`config.mk`:
```
export PLATFORM = sky130hd
export DESIGN_NAME = jtkicker_intctl
export DESIGN_NICKNAME = d
export VERILOG_FILES = /design/src/rtl/jtkicker_intctl.sv
export SDC_FILE = /design/constraint.sdc
export NUM_CORES = 1
export LEC_CHECK = 0
export ABC_AREA = 1
export CAP_MARGIN = 20
export CORE_MARGIN = 2
export CORE_UTILIZATION = 30
export DETAILED_ROUTE_END_ITERATION = 8
export PLACE_DENSITY = 0.58
export SYNTH_ARGS = -nofsm -noshare
export SYNTH_HDL_FRONTEND = slang
export SYNTH_SLANG_ARGS = --single-unit
```
`constraint.sdc`:
```
create_clock -name clk -period 2.7 [get_ports clk]
set_input_delay 0.54 -clock clk [delete_from_list [all_inputs] [get_ports clk]]
set_output_delay 0.54 -clock clk [all_outputs]
set_load 0.01 [all_outputs]
```
`src/rtl/jtkicker_intctl.sv`:
```
`default_nettype none
// ============================================================================
// jtkicker_intctl : addressable latch, edge-captured interrupts, line routing
//                   and vblank watchdog for Konami-style 6809 main boards
// Revision 1.0
// ============================================================================
module jtkicker_intctl #(
  parameter int          CH          = 1,
  parameter logic [23:0] EN_BIT      = 24'o7,
  parameter logic [7:0]  LINE        = 8'h00,
  parameter logic [3:0]  POL         = 4'h0,
  parameter logic [15:0] PRESC       = 16'h0,
  parameter int          WDOG_FRAMES = 0
) (
  input  logic          clk,
  input  logic          rst,
  input  logic          cpu_cen,
  input  logic          LVBL,
  input  logic          dip_pause,
  input  logic [CH-1:0] src,
  input  logic          latch_we,
  input  logic [2:0]    latch_addr,
  input  logic          latch_din,
  input  logic          kick,
  output logic [7:0]    latch_q,
  output logic          irq_n,
  output logic          firq_n,
  output logic          nmi_n,
  output logic [CH-1:0] pending,
  output logic          wdog_rst
);

  logic [7:0]    latch_d;
  logic [CH-1:0] src_q;
  logic [CH-1:0] pend_vec;
  logic          irq_any, firq_any, nmi_any;

  always_comb begin
    latch_d = latch_q;
    if (cpu_cen && latch_we) latch_d[latch_addr] = latch_din;
  end

  // src_q loads src in reset too, so the first sample after reset sees no edge
  always_ff @(posedge clk) begin
    src_q <= src;
    if (rst) latch_q <= 8'd0;
    else     latch_q <= latch_d;
  end

  for (genvar n = 0; n < CH; n++) begin : g_ch
    localparam logic [2:0] c_EN   = EN_BIT[3*n +: 3];
    localparam logic [3:0] c_DIV  = PRESC[4*n +: 4];
    localparam logic [3:0] c_LAST = (c_DIV == 4'd0) ? 4'd0 : c_DIV - 4'd1;

    logic [3:0] cnt_q, cnt_d;
    logic       pend_q, pend_d;
    logic       en, hit;

    // Needs old and new enable: an enabling write loses the edge, a disabling one clears it
    assign en  = latch_q[c_EN] & latch_d[c_EN];
    assign hit = dip_pause & (POL[n] ? (src[n] & ~src_q[n]) : (~src[n] & src_q[n]));

    always_comb begin
      cnt_d  = cnt_q;
      pend_d = pend_q;
      if (!en) begin
        cnt_d  = 4'd0;
        pend_d = 1'b0;
      end else if (hit) begin
        if (cnt_q == c_LAST) begin
          cnt_d  = 4'd0;
          pend_d = 1'b1;
        end else begin
          cnt_d  = cnt_q + 4'd1;
        end
      end
    end

    always_ff @(posedge clk) begin
      if (rst) begin
        cnt_q  <= 4'd0;
        pend_q <= 1'b0;
      end else begin
        cnt_q  <= cnt_d;
        pend_q <= pend_d;
      end
    end

    assign pend_vec[n] = pend_q;
  end

  always_comb begin
    irq_any  = 1'b0;
    firq_any = 1'b0;
    nmi_any  = 1'b0;
    for (int n = 0; n < CH; n++) begin
      case (LINE[2*n +: 2])
        2'd0:    irq_any  = irq_any  | pend_vec[n];
        2'd1:    firq_any = firq_any | pend_vec[n];
        2'd2:    nmi_any  = nmi_any  | pend_vec[n];
        default: ;
      endcase
    end
  end

  assign irq_n   = ~irq_any;
  assign firq_n  = ~firq_any;
  assign nmi_n   = ~nmi_any;
  assign pending = pend_vec;

  if (WDOG_FRAMES > 0) begin : g_wdog
    localparam int c_WW = $clog2(WDOG_FRAMES + 1);

    logic [c_WW-1:0] wcnt_q, wcnt_d;
    logic [4:0]      pulse_q, pulse_d;
    logic            lvbl_q;
    logic            kicked, tick, expire;

    assign kicked = cpu_cen & kick;
    assign tick   = lvbl_q & ~LVBL & dip_pause;
    assign expire = tick & ~kicked & (wcnt_q == c_WW'(WDOG_FRAMES - 1));

    always_comb begin
      wcnt_d  = wcnt_q;
      pulse_d = pulse_q;
      if (kicked)      wcnt_d = '0;
      else if (expire) wcnt_d = '0;
      else if (tick)   wcnt_d = wcnt_q + c_WW'(1);
      if (expire)              pulse_d = 5'd16;
      else if (pulse_q != 5'd0) pulse_d = pulse_q - 5'd1;
    end

    always_ff @(posedge clk) begin
      lvbl_q <= LVBL;
      if (rst) begin
        wcnt_q  <= '0;
        pulse_q <= 5'd0;
      end else begin
        wcnt_q  <= wcnt_d;
        pulse_q <= pulse_d;
      end
    end

    assign wdog_rst = |pulse_q;
  end else begin : g_no_wdog
    logic unused_wdog;
    assign unused_wdog = &{1'b0, LVBL, kick};
    assign wdog_rst    = 1'b0;
  end

endmodule
`default_nettype wire

```
-- Word level (Yosys, flattened, before mapping)
Cells that the tools add are included.
- flip-flop bits (word level): 14
- bits in latches: 0
- bits in writable memories: 0
- memory bits (read-only): 0
- bits of input ports: 12
- word-level logic and storage cells: 24
- memories kept: 0
- add/sub/neg operators: 1
- multipliers: 0
- div/mod/pow operators: 0
- order comparisons: 2
- equal/unequal tests: 0
- shift-type cells: 0
- muxes and demuxes: 5
- bitwise logic cells: 6
- reductions and logical operators: 5
- operator list (operator ; count):
    8-bit bitwise mux ; 1
    8-bit two-way mux ; 1
    4-bit by 1-bit adder with 4-bit output (second input constant) ; 1
    4-bit logical NOT ; 1
    3-bit by 4-bit < comparator with 1-bit output (second input constant) ; 1
    4-bit two-way mux ; 1
    1-bit bitwise AND ; 3
    1-bit demux with 3-bit select ; 1
    3-bit by 1-bit >= comparator with 1-bit output (second input constant) ; 1
    1-bit NOT ; 3
    1-bit logical AND ; 2
    2-bit AND reduction ; 1
    2-bit OR reduction ; 1
    1-bit two-way mux ; 1

-- Logic depth before layout (Yosys ltp)
Gate-level depths: netlist (run 1).
- depth in word-level cells: 9
- gate-level depth with buffers: 8
- gate-level depth less buffers: 8

-- Least setup slack after synthesis (run 1)
OpenSTA, ideal clock, no wires.
- path type: input to register
- start point: in rst
- end point: reg g_ch[0].cnt_q[2]
- arrival time: 0.990 ns
- required time: 2.586 ns
- path slack: 1.595 ns
- stages: 4
- path through: buf_1 inv_1 nand3_2 nor2_1
- word-level cells in the longest chain between the ends: 1
- RTL lines (element ; RTL line ; source):
    start, declared ; 16 ; input logic rst,
    2-bit OR reduction (no line) ; - ;
    end signal, assigned ; 84 ; cnt_q <= cnt_d;
    end, declared ; 55 ; logic [3:0] cnt_q, cnt_d;
Every way passes these cells.
A chain may end at the register's enable or synchronous reset.

-- Worst setup path in the final report (run 1)
- start point: reg latch_q[7]
- end point: out latch_q[7]
- RTL lines (element ; RTL line ; source):
    start, declared ; 25 ; output logic [7:0] latch_q,
    start signal, assigned ; 47 ; else latch_q <= latch_d;
No word-level cell between the ends.

==> results.sh, run 1 <==
export IMPL_ctsHoldBuffers=0
export IMPL_critPathBufInv=1
export IMPL_synth_cells=105
export IMPL_post_cts_setup_buffers=0
export IMPL_place_congestion=0.656
export IMPL_path_depth=1
export IMPL_ant_nets=0
export IMPL_synth_compound_area_frac=0.0610
export IMPL_cts_sinks=14
export IMPL_fin_skew_ns=0.000456
export IMPL_grtUsageTotal=0.121
export IMPL_cp_data_arrival_time_ns=1.21
export IMPL_h_tree_depth=1
export IMPL_grt_overflow_total=0
export IMPL_final_layout_size_suffix_gt1_frac=0.0813
export IMPL_internal_power_w=0.000282
export IMPL_synthMuxAreaShare=0
export IMPL_hold_depth=2
export IMPL_cap_violations=0
export IMPL_fmax_ghz=0.573
export IMPL_multi_input_area_um2=374
export IMPL_clk_latency_ns=0.28
export IMPL_critPathMaxFanout=3
export IMPL_timing_hold_violations_final=0
export IMPL_avgSynthCellArea_um2=7.03
export IMPL_final_common_cell="nand2_1"
export IMPL_synth_top_family_by_area="simple AND/OR/NAND/NOR gates"
export IMPL_grt_pass1_vias=595
export IMPL_path_clk_slew_ns=0.08
export IMPL_area_growth_pct=29.8
export IMPL_setup_violations=0
export IMPL_fillers=252
export IMPL_cts_tree="built"
export IMPL_power_frac_comb=0.125
export IMPL_cts_root_buf="clkbuf_4"
export IMPL_antenna_cells=0
export IMPL_seqCellArea_um2=280
export IMPL_grt_max_degree=9
export IMPL_setup_tns_ns=0
export IMPL_p_seq_frac=0.559
export IMPL_vdd_drop_max_mv=0.267
export IMPL_yosys_warnings=0
export IMPL_grt_pass1_wl_um=2440
export IMPL_status="finished, final reports clean"
export IMPL_critPathTopFamily="buffers and inverters"
export IMPL_min_path_type="reg -> reg"
export IMPL_end_kind="output pin"
export IMPL_ioPinCount=25
export IMPL_synth_area_um2=738
export IMPL_core_area_um2=2280
export IMPL_ys_ff_latch=14
export IMPL_critPathSlowestCell="clkdlybuf4s50_1"
export IMPL_die_w_um=53.6
export IMPL_path_class="reg -> out"
export IMPL_port_buffers=19
export IMPL_dr_pass1_iters=4
export IMPL_start_util=0.324
export IMPL_drv_slew=0
export IMPL_setup_ws_ns=0.955
export IMPL_routed_wirelength_um=1430
export IMPL_pwr_density_cell_nw_per_um2=392
export IMPL_worstSetupStartpointType="flip-flop"
export IMPL_drc_errors=0
export IMPL_p_leak_nw=0.398
export IMPL_cts_buffers=3
export IMPL_rsz0062_at_grt="false"
export IMPL_hold_ws_ns=0.465
export IMPL_yosysUniqueCellTypes=18
export IMPL_p_sw_frac=0.250
export IMPL_drt_initial_drc_count=7
export IMPL_synth_simple_area_share=0.397
export IMPL_seq_area_frac_synth=0.380
export IMPL_nets=139
export IMPL_final_cell_mix="nand2_1 (27), clkdlybuf4s50_1 (19), inv_1 (14), nor2_1 (14), dfxtp_1 (14)"
export IMPL_fp_dieH_um=53.6
export IMPL_slowest_delay_ns=0.55
export IMPL_grt_antenna_before_repair=0
export IMPL_wl_per_cell_um=9.44
export IMPL_cts_repair_resize_count=0
export IMPL_dieArea_um2=2870
export IMPL_ff2ff_path_depth=7
export IMPL_cts_buffer_depth=2
export IMPL_dr_total_vias=667
export IMPL_crit_path_cell_trace="clkdlybuf4s50_1"
export IMPL_worstPathRequired_ns=2.16
export IMPL_period_needed_ns=1.75
export IMPL_period_share=0.646
export IMPL_place_worst_setup_slack_ns=0.971
export IMPL_power_frac_clock=0.316
export IMPL_synthAdderAreaFrac=0.0339
export IMPL_synth_xor_area_share=0
export IMPL_p_sw_w=0.0000939
export IMPL_rows=17
export IMPL_hpwl_um=1060
export IMPL_drt_vias_per_instance=4.42
-- cell families after synthesis --
family	count (synthesis)
AND/OR/NAND/NOR	58
buffers and inverters	20
flip-flops	14
AO/OA/AOI/OAI	9
adder cells (fa/ha/maj)	2
other	2
-- synthesized netlist by cell type --
cell      instances  area [µm²]
clkbuf_2          1        5.00
dfxtp_1          14         280
nor2_8            1        20.0
nand3_2           1        10.0
ha_1              2        25.0
conb_1            2        7.51
buf_1             1        3.75
nand2_1          27         101
nand3_1          11        55.1
buf_4             3        22.5
inv_2             1        3.75
nand2_4           1        11.3
nand3b_4          1        20.0
a21oi_1           8        40.0
o21ai_0           1        5.00
nor2_4            2        22.5
nor2_1           14        52.6
inv_1            14        52.6
-- worst paths after layout --
check / from / end / slack (ns)
worst max-delay path: latch_q[7] / latch_q[7] / 0.95
worst max register to register: g_ch[0].cnt_q[0] / g_ch[0].cnt_q[0] / 1.62
worst min-delay path: flip-flop / flip-flop / 0.46
worst min register to register: flip-flop / flip-flop / 0.46
-- power by group through the flow --
stage                     clock network [W]  registers (W)   logic, W
after floorplan                           0       0.000215  0.0000272
after global placement                    0       0.000215  0.0000464
after detailed placement                  0       0.000215  0.0000471
after CTS                          0.000130       0.000210  0.0000473
after global routing               0.000139       0.000210  0.0000516
final                              0.000119       0.000210  0.0000468
-- worst reg2reg max path, cell delays in order (launching register included) --
cell and delay [ns]:
dfxtp_1 0.37, inv_1 0.07, ha_1 0.19, nand3_1 0.12, nand3_1 0.09, nand2_1 0.06, inv_1 0.03, nor2_1 0.08
-- cell type report --
cell class | count | share of cell area
inverters | 15 | 0.0587
multi-input cells | 72 | 0.390
repair buffers | 19 | 0.198
clock buffers | 3 | 0.0235
flip-flops and latches | 14 | 0.292
well taps | 28 | 0.0366
-- through the flow --
step                utilization  total power (W)  area (µm²)  cells
global route              0.421         0.000401         958    151
CTS                       0.421         0.000387         958    151
detailed placement        0.411         0.000262         936    148
global placement          0.411         0.000261         936    148
finish                    0.421         0.000376         958    151
floorplan                     -         0.000243         742    106
-- metal layers --
layer,global-route usage,part of all wire,vias to the layer above
met4,0.0513,0.0077,0
li1,-,-,354
met1,0.130,0.44,295
met3,0.0611,0.053,2
met5,0,0,-
met2,0.200,0.50,16
Power figures use the tool's default switching activity.
==> inputs of run 2 (changes only) <==
==> constraint.sdc (replaced) <==
create_clock -name clk -period 1.8 [get_ports clk]
set_input_delay 0.36 -clock clk [delete_from_list [all_inputs] [get_ports clk]]
set_output_delay 0.36 -clock clk [all_outputs]
set_load 0.01 [all_outputs]
==> run 2 against run 1 <==
  * Final area increased by 3.0%
  * Highest routed layer is now met3
  * Critical path depth stayed put
  * Power grew 64%
  * Via count grew 1.3%
  * Non-clock buffer count rose by 2
  * Critical path type unchanged
  * Count of clock-buffer cells in the layout increased by 1
  * Setup slack lost 0.73 ns
  * Die area did not move
  * First-iteration DRC count rose by 57%
  * Global-route usage rose by 0.18 points
  * Routed wire length is 1.3% lower
==> results.sh, run 2 (same netlist as run 1, synthesis figures left out) <==
export IMPL_clk_latency_ns=0.28
export IMPL_h_tree_depth=1
export IMPL_critPathMaxFanout=3
export IMPL_die_w_um=53.6
export IMPL_min_path_type="reg -> reg"
export IMPL_grt_pass1_vias=636
export IMPL_fp_dieH_um=53.6
export IMPL_timing_hold_violations_final=0
export IMPL_area_growth_pct=33.7
export IMPL_p_seq_frac=0.510
export IMPL_dr_total_vias=676
export IMPL_critPathTopFamily="buffers and inverters"
export IMPL_ctsHoldBuffers=0
export IMPL_antenna_cells=0
export IMPL_power_frac_comb=0.119
export IMPL_setup_violations=0
export IMPL_p_sw_frac=0.237
export IMPL_vdd_drop_max_mv=0.395
export IMPL_path_clk_slew_ns=0.09
export IMPL_cap_violations=0
export IMPL_setup_tns_ns=0
export IMPL_period_needed_ns=1.57
export IMPL_drv_slew=0
export IMPL_seqCellArea_um2=280
export IMPL_fmax_ghz=0.637
export IMPL_ant_nets=0
export IMPL_drt_initial_drc_count=11
export IMPL_multi_input_area_um2=374
export IMPL_rsz0062_at_grt="false"
export IMPL_worstSetupStartpointType="flip-flop"
export IMPL_post_cts_setup_buffers=0
export IMPL_final_cell_mix="nand2_1 (27), clkdlybuf4s50_1 (19), inv_1 (14), nor2_1 (14), dfxtp_1 (14)"
export IMPL_core_area_um2=2280
export IMPL_p_sw_w=0.000146
export IMPL_final_common_cell="nand2_1"
export IMPL_cts_buffer_depth=2
export IMPL_path_depth=1
export IMPL_grt_pass1_wl_um=2520
export IMPL_end_kind="output pin"
export IMPL_fin_skew_ns=0.00677
export IMPL_rows=17
export IMPL_grt_overflow_total=0
export IMPL_cts_tree="built"
export IMPL_crit_path_start="latch_q[7]"
export IMPL_path_class="reg -> out"
export IMPL_nets=141
export IMPL_period_share=0.873
export IMPL_drt_vias_per_instance=4.39
export IMPL_slowest_delay_ns=0.55
export IMPL_worstPathRequired_ns=1.44
export IMPL_fillers=251
export IMPL_p_leak_nw=0.415
export IMPL_cts_buffers=3
export IMPL_fin_util=0.434
export IMPL_timing_rr_start="g_ch[0].cnt_q[0]"
export IMPL_hold_depth=2
export IMPL_cp_data_arrival_time_ns=1.21
export IMPL_pwr_density_cell_nw_per_um2=625
export IMPL_internal_power_w=0.000471
export IMPL_cts_root_buf="clkbuf_4"
export IMPL_grt_max_degree=9
export IMPL_place_congestion=0.679
export IMPL_wl_per_cell_um=9.14
export IMPL_crit_path_cell_trace="clkdlybuf4s50_1"
export IMPL_critPathSlowestCell="clkdlybuf4s50_1"
export IMPL_start_util=0.324
export IMPL_grtUsageTotal=0.123
export IMPL_hpwl_um=1110
export IMPL_ff2ff_path_depth=7
export IMPL_r2r_slack_ns=0.73
export IMPL_cts_sinks=14
export IMPL_port_buffers=19
export IMPL_drc_errors=0
export IMPL_dr_pass1_iters=4
export IMPL_cts_repair_resize_count=0
export IMPL_final_layout_size_suffix_gt1_frac=0.103
export IMPL_dieArea_um2=2870
export IMPL_critPathBufInv=1
export IMPL_power_frac_clock=0.370
export IMPL_status="finished, final reports clean"
export IMPL_routed_wirelength_um=1410
export IMPL_grt_antenna_before_repair=0
export IMPL_ioPinCount=25
==> run 2: cell count changes in the layout (fill, tap and decap cells not counted) <==
cell	previous run	this run
buf_4	0	2
clkbuf_8	0	1
==> run 2: power groups by stage <==
stage               registers (W)  logic [W]  clock network, W
floorplan                0.000323  0.0000407                 0
global placement         0.000322  0.0000731                 0
detailed placement       0.000322  0.0000741                 0
CTS                      0.000315  0.0000742          0.000241
global route             0.000316  0.0000817          0.000254
finish                   0.000315  0.0000735          0.000228
==> run 2: worst min-delay path, cell delays in order (launching register included) <==
cell and delay, ns:
dfxtp_1 0.32, nand2_1 0.06, a21oi_1 0.05
==> run 2: layer usage <==
metal / track usage / vias to the layer above / share of wire
li1: - / 355 / -
met1: 0.125 / 303 / 0.42
met2: 0.224 / 18 / 0.51
met3: 0.0611 / 0 / 0.069
met4: 0.0256 / 0 / 0
met5: 0 / - / 0
==> run 2: path summary, 6_finish.rpt <==
| check | end |
|---|---|
| setup / recovery | latch_q[7] |
| hold / removal | flip-flop |
| setup reg to reg | g_ch[0].cnt_q[2] |
| hold reg to reg | flip-flop |
==> run 2: area by class of cell <==
type / count / share of cell area
inverter: 15 / 0.0570
multi-input combinational: 72 / 0.379
timing repair buffer: 21 / 0.208
sequential: 14 / 0.284
tap: 28 / 0.0355
clock buffer: 4 / 0.0368
==> run 2: through the flow <==
stage	cells	instance area, µm²	setup slack (ns)	total power [W]	hold slack (ns)
2_1_floorplan	106	742	0.815	0.000364	0.388
4_1_cts	154	987	0.206	0.000630	0.468
3_3_place_gp	150	951	0.272	0.000395	0.450
6_report	154	987	0.229	0.000617	0.464
3_5_place_dp	150	951	0.256	0.000396	0.453
5_1_grt	154	987	0.170	0.000651	0.492
